--- config.mk ---
export PLATFORM = sky130hd
export DESIGN_NAME = sha256_byte_store
export DESIGN_NICKNAME = d
export VERILOG_FILES = /design/src/rtl/sha256_digest_checker_pkg.sv /design/src/rtl/sha256_digest_checker_byte_store.sv
export SDC_FILE = /design/constraint.sdc
export NUM_CORES = 1
export LEC_CHECK = 0
export BUFFER_PORTS_ARGS = -buffer_cell sky130_fd_sc_hd__buf_2
export CORE_ASPECT_RATIO = 0.7
export CORE_MARGIN = 5
export CORE_UTILIZATION = 45
export DETAILED_ROUTE_END_ITERATION = 7
export SYNTH_ARGS = -nofsm -noshare
export SYNTH_HDL_FRONTEND = slang
export SYNTH_SLANG_ARGS = --single-unit
export TNS_END_PERCENT = 30
--- constraint.sdc ---
create_clock -name clk -period 2.44 [get_ports clk]
set_input_delay 0.122 -clock clk [delete_from_list [all_inputs] [get_ports clk]]
set_output_delay 0.122 -clock clk [all_outputs]
set_load 0.02 [all_outputs]
--- src/rtl/sha256_digest_checker_pkg.sv ---
// Shared constants, state encoding and the "abc" known-answer digest for the
// SHA-256 digest checker.
package sha256_pkg;
    localparam int DIGEST_BYTES = 32;
    localparam int IDX_W        = 5;

    typedef enum logic [1:0] {
        IDLE  = 2'd0,
        LOAD  = 2'd1,
        ARMED = 2'd2,
        RECV  = 2'd3
    } state_t;

    localparam logic [255:0] ABC_DIGEST =
        256'hba7816bf8f01cfea414140de5dae2223b00361a396177a9cb410ff61f20015ad;

    // Byte 0 is the most significant byte (h0[31:24]).
    function automatic logic [7:0] digest_byte(input logic [255:0] d, input int idx);
        return d[255 - 8*idx -: 8];
    endfunction
endpackage

--- src/rtl/sha256_digest_checker_byte_store.sv ---
// 32x8 expected-digest register file: one write port, one combinational read port.
module sha256_byte_store
    import sha256_pkg::*;
(
    input  logic             clk,
    input  logic             reset_n,
    input  logic             i_clear,
    input  logic             i_wr_en,
    input  logic [IDX_W-1:0] i_wr_addr,
    input  logic [7:0]       i_wr_data,
    input  logic [IDX_W-1:0] i_rd_addr,
    output logic [7:0]       o_rd_data
);

    logic [7:0] r_mem [DIGEST_BYTES];

    always_ff @(posedge clk or negedge reset_n) begin
        if (!reset_n) begin
            for (int i = 0; i < DIGEST_BYTES; i++) r_mem[i] <= '0;
        end else if (i_clear) begin
            for (int i = 0; i < DIGEST_BYTES; i++) r_mem[i] <= '0;
        end else if (i_wr_en) begin
            r_mem[i_wr_addr] <= i_wr_data;
        end
    end

    assign o_rd_data = r_mem[i_rd_addr];

endmodule

==> flow_metrics.py <==
metrics = {
    "flow_run": {
        "max_cap_violations": 0,
    },
    "critical_path": {
        "criticalPathCategory": "reg -> out",
        "slowest_stage": "mux4_2",
        "path_cells": "mux4_2 -> mux4_2 -> mux2_4 -> buf_6",
        "end_kind": "output pin",
        "crit_path_frequent_cell": "mux4_2",
        "critPathLaunchType": "flop",
        "required_ns": 2.32,
        "crit_family": "multiplexers",
        "critPathArrivalTime_ns": 2.36,
        "cp_num_buf_inv": 1,
        "crit_fanout": 2,
        "cp_slowest_stage_delay_ns": 0.52,
    },
    "timing": {
        "max_slew.worst_pin.slew_ns": 0.8487,
        "report.final.setup_viol": 8,
        "slew_violations": 0,
        "fmax_mhz": 402.7,
        "slew_headroom_pct": 43.42,
        "fin_ws_ns": -0.04308,
        "final-hold-violation-count": 0,
        "fin_crit_sh_pct": 101.8,
        "rsz0062_at_grt": "true",
        "post-route-min-period_ns": 2.483,
        "finalClockSkew_ns": 0,
    },
    "global_route": {
        "antenna_found_initial": 2,
        "grt_pass1_wl_mm": 65.87,
        "grt_pass1_vias": 10920,
        "grt_usage_pct": 25.42,
        "grt_max_degree": 72,
        "overflow": 0,
    },
    "clock_network": {
        "tritoncts": "done",
        "cts.sinks": 256,
        "ctsLongestPathBuffers": 3,
        "insertion_delay_ns": 0.54,
        "cts_htree_levels": 1,
        "post_cts_buffers": 0,
        "clk_pin_slew_ns": 0.07,
        "cts_root_buf": "clkbuf_16",
        "numCtsBuffers": 25,
    },
    "yosys": {
        "ys_ff_latch": 256,
        "synth_area_leaders": "dfrtp_1 (49%), mux4_2 (14%), nand3_1 (9.9%)",
        "yosys_warnings": 0,
        "synthTopCellsByCount": "nand3_1 (258), a21oi_1 (256), dfrtp_1 (256), o21ai_0 (256), clkbuf_1 (152)",
        "synth_nets": 1340,
        "synth_cells": 1318,
        "synth_enable_flop_cells": 0,
        "synth_cell_type_count": 19,
        "synth.largest_area_cell": "dfrtp_1",
        "yosys.cell_count.top_type": "nand3_1",
        "synth_top_area_share_pct": 49.14,
        "avgSynthCellArea_um2": 9.891,
        "syn_area_um2": 13040,
        "yosysSeqAreaShare_pct": 49.14,
        "async_flop_share_pct": 100.0,
        "synth_ff_type": "dfrtp_1",
    },
    "routing": {
        "drc": 0,
        "highest_layer": "met4",
        "drtPass1Iterations": 5,
        "ant_nets": 0,
        "num_vias": 10980,
        "via_per_inst": 6.738,
        "drt_iter0_drc": 1566,
        "drt-wirelength-per-cell_um": 25.67,
        "wl_mm": 41.85,
        "dr_wl_met3_mm": 3.701,
        "wl_met2_mm": 18.60,
        "wl_met1_mm": 18.73,
    },
    "finish": {
        "fillers": 2577,
        "fin_area_um2": 14420,
        "nets": 1255,
        "layout.cells.non_filler": 1630,
        "drive_gt1_share_pct": 16.72,
        "reg_top3": "r_mem: 256 flops",
        "top_register": "r_mem",
        "largest_register_ffs": 256,
        "area_delta_synth_final_pct": 10.59,
        "fin_util_pct": 50.13,
    },
    "floorplan": {
        "die_w_um": 213.4,
        "die_y_um": 152.4,
        "num_io_pins": 30,
        "row_count": 52,
        "start_util_pct": 45.33,
        "core_um2": 28760,
        "dieArea_um2": 32530,
    },
    "placed_design": {
        "dpl_cell_area_um2": 13510,
        "dpl_worst_slack_ns": 0.2609,
        "dp_hpwl_mm": 21.13,
        "gp_congestion": 0.7840,
        "dp_cells": 1583,
        "portBuffers": 29,
    },
    "power_and_ir_drop": {
        "clkPwrFrac_pct": 43.8,
        "p_leak_uw": 0.005550,
        "net-switching-power_uw": 2368,
        "p_int_uw": 6730,
        "ir_drop_mv": 0.4667,
        "p_per_area_nw_per_um2": 631.1,
        "pwr-share-comb_pct": 9.1,
        "seqPwrFrac_pct": 47.1,
        "switching_share_pct": 26.03,
    },
    "hold_path": {
        "min_path_type": "in -> reg",
    },
    "outcome": {
        "violations": "negative setup slack",
        "outcome": "complete, but fails checks",
    },
}
[layout by cell type, fill, tap and decap left out, types with 7 or more instances in the layout]
cell       Yosys  layout
nand3_1      258     257
o21ai_0      256     256
a21oi_1      256     256
dfrtp_1      256     256
mux4_2        80      80
clkbuf_16      0      25
buf_4          6      25
buf_2          1      18
buf_12         0      17
clkbuf_8       0      10
mux2_4         0       7
buf_6          1       7
[path summary, 6_finish.rpt]
path	slack (ns)	cells after the start	from	to
max	-0.04	4	r_mem[21]	o_rd_data[5]
min	0.11	2	i_clear	r_mem[159]
max reg2reg	1.70	2	r_mem[30]	r_mem[30]
min reg2reg	0.54	2	r_mem[42]	r_mem[42]
max in group asynchronous	1.50	3	reset_n	r_mem[78]
min in group asynchronous	0.12	2	reset_n	r_mem[169]
[cell families after synthesis]
logic type             count (synthesis)  share of synthesized area, %
muxes                                 88                         14.51
and+or+nand+nor                      280                         11.21
AOI/OAI and AO/OA                    512                         19.66
buffers and inverters                182                         5.480
DFF                                  256                         49.14
[routing by layer]
metal,vias to the layer above,GRT usage (%)
li1,4680,-
met4,0,4.964
met5,-,0
met1,5673,40.03
met2,570,37.50
met3,60,4.178
[cell type report]
type                       count  area (um2)  share of cell area (%)
clock inverter                 5       52.55                  0.3645
sequential                   256        6406                   44.44
timing repair buffer          70       735.7                   5.103
clock buffer                  39       768.2                   5.329
tap                          378       473.0                   3.281
antenna                        2       5.005                 0.03472
multi-input combinational    880        5976                   41.45
[metrics by stage]
stage          power (uW)  hold slack [ns]  setup TNS, ns
2_1_floorplan        4806          -0.1736              0
3_3_place_gp         5173           0.1061              0
3_5_place_dp         5185           0.1138              0
4_1_cts              9126           0.1108        -0.4031
5_1_grt              9347           0.1527        -0.4888
6_report             9098           0.1130        -0.1573
[repair_timing]
action / 4_1_cts / 5_1_grt
hold buffers: 1 / 0
setup endpoints to repair: 8 / 8
endpoints found under the hold margin: 74 / 0
resized for setup: 12 / 9
[worst register-to-register path: stages (launching register included)]
cell,delay (ns)
dfrtp_1,0.39
o21ai_0,0.10
a21oi_1,0.17
[power by group through the flow]
stage	Clock [uW]	Sequential, uW	Combinational (uW)
after detailed placement	0	4370	819
after CTS	4020	4290	823
after global routing	4170	4290	884
after global placement	0	4370	806
after floorplan	0	4360	445
final	3980	4290	828
Power figures use the tool's default switching activity.
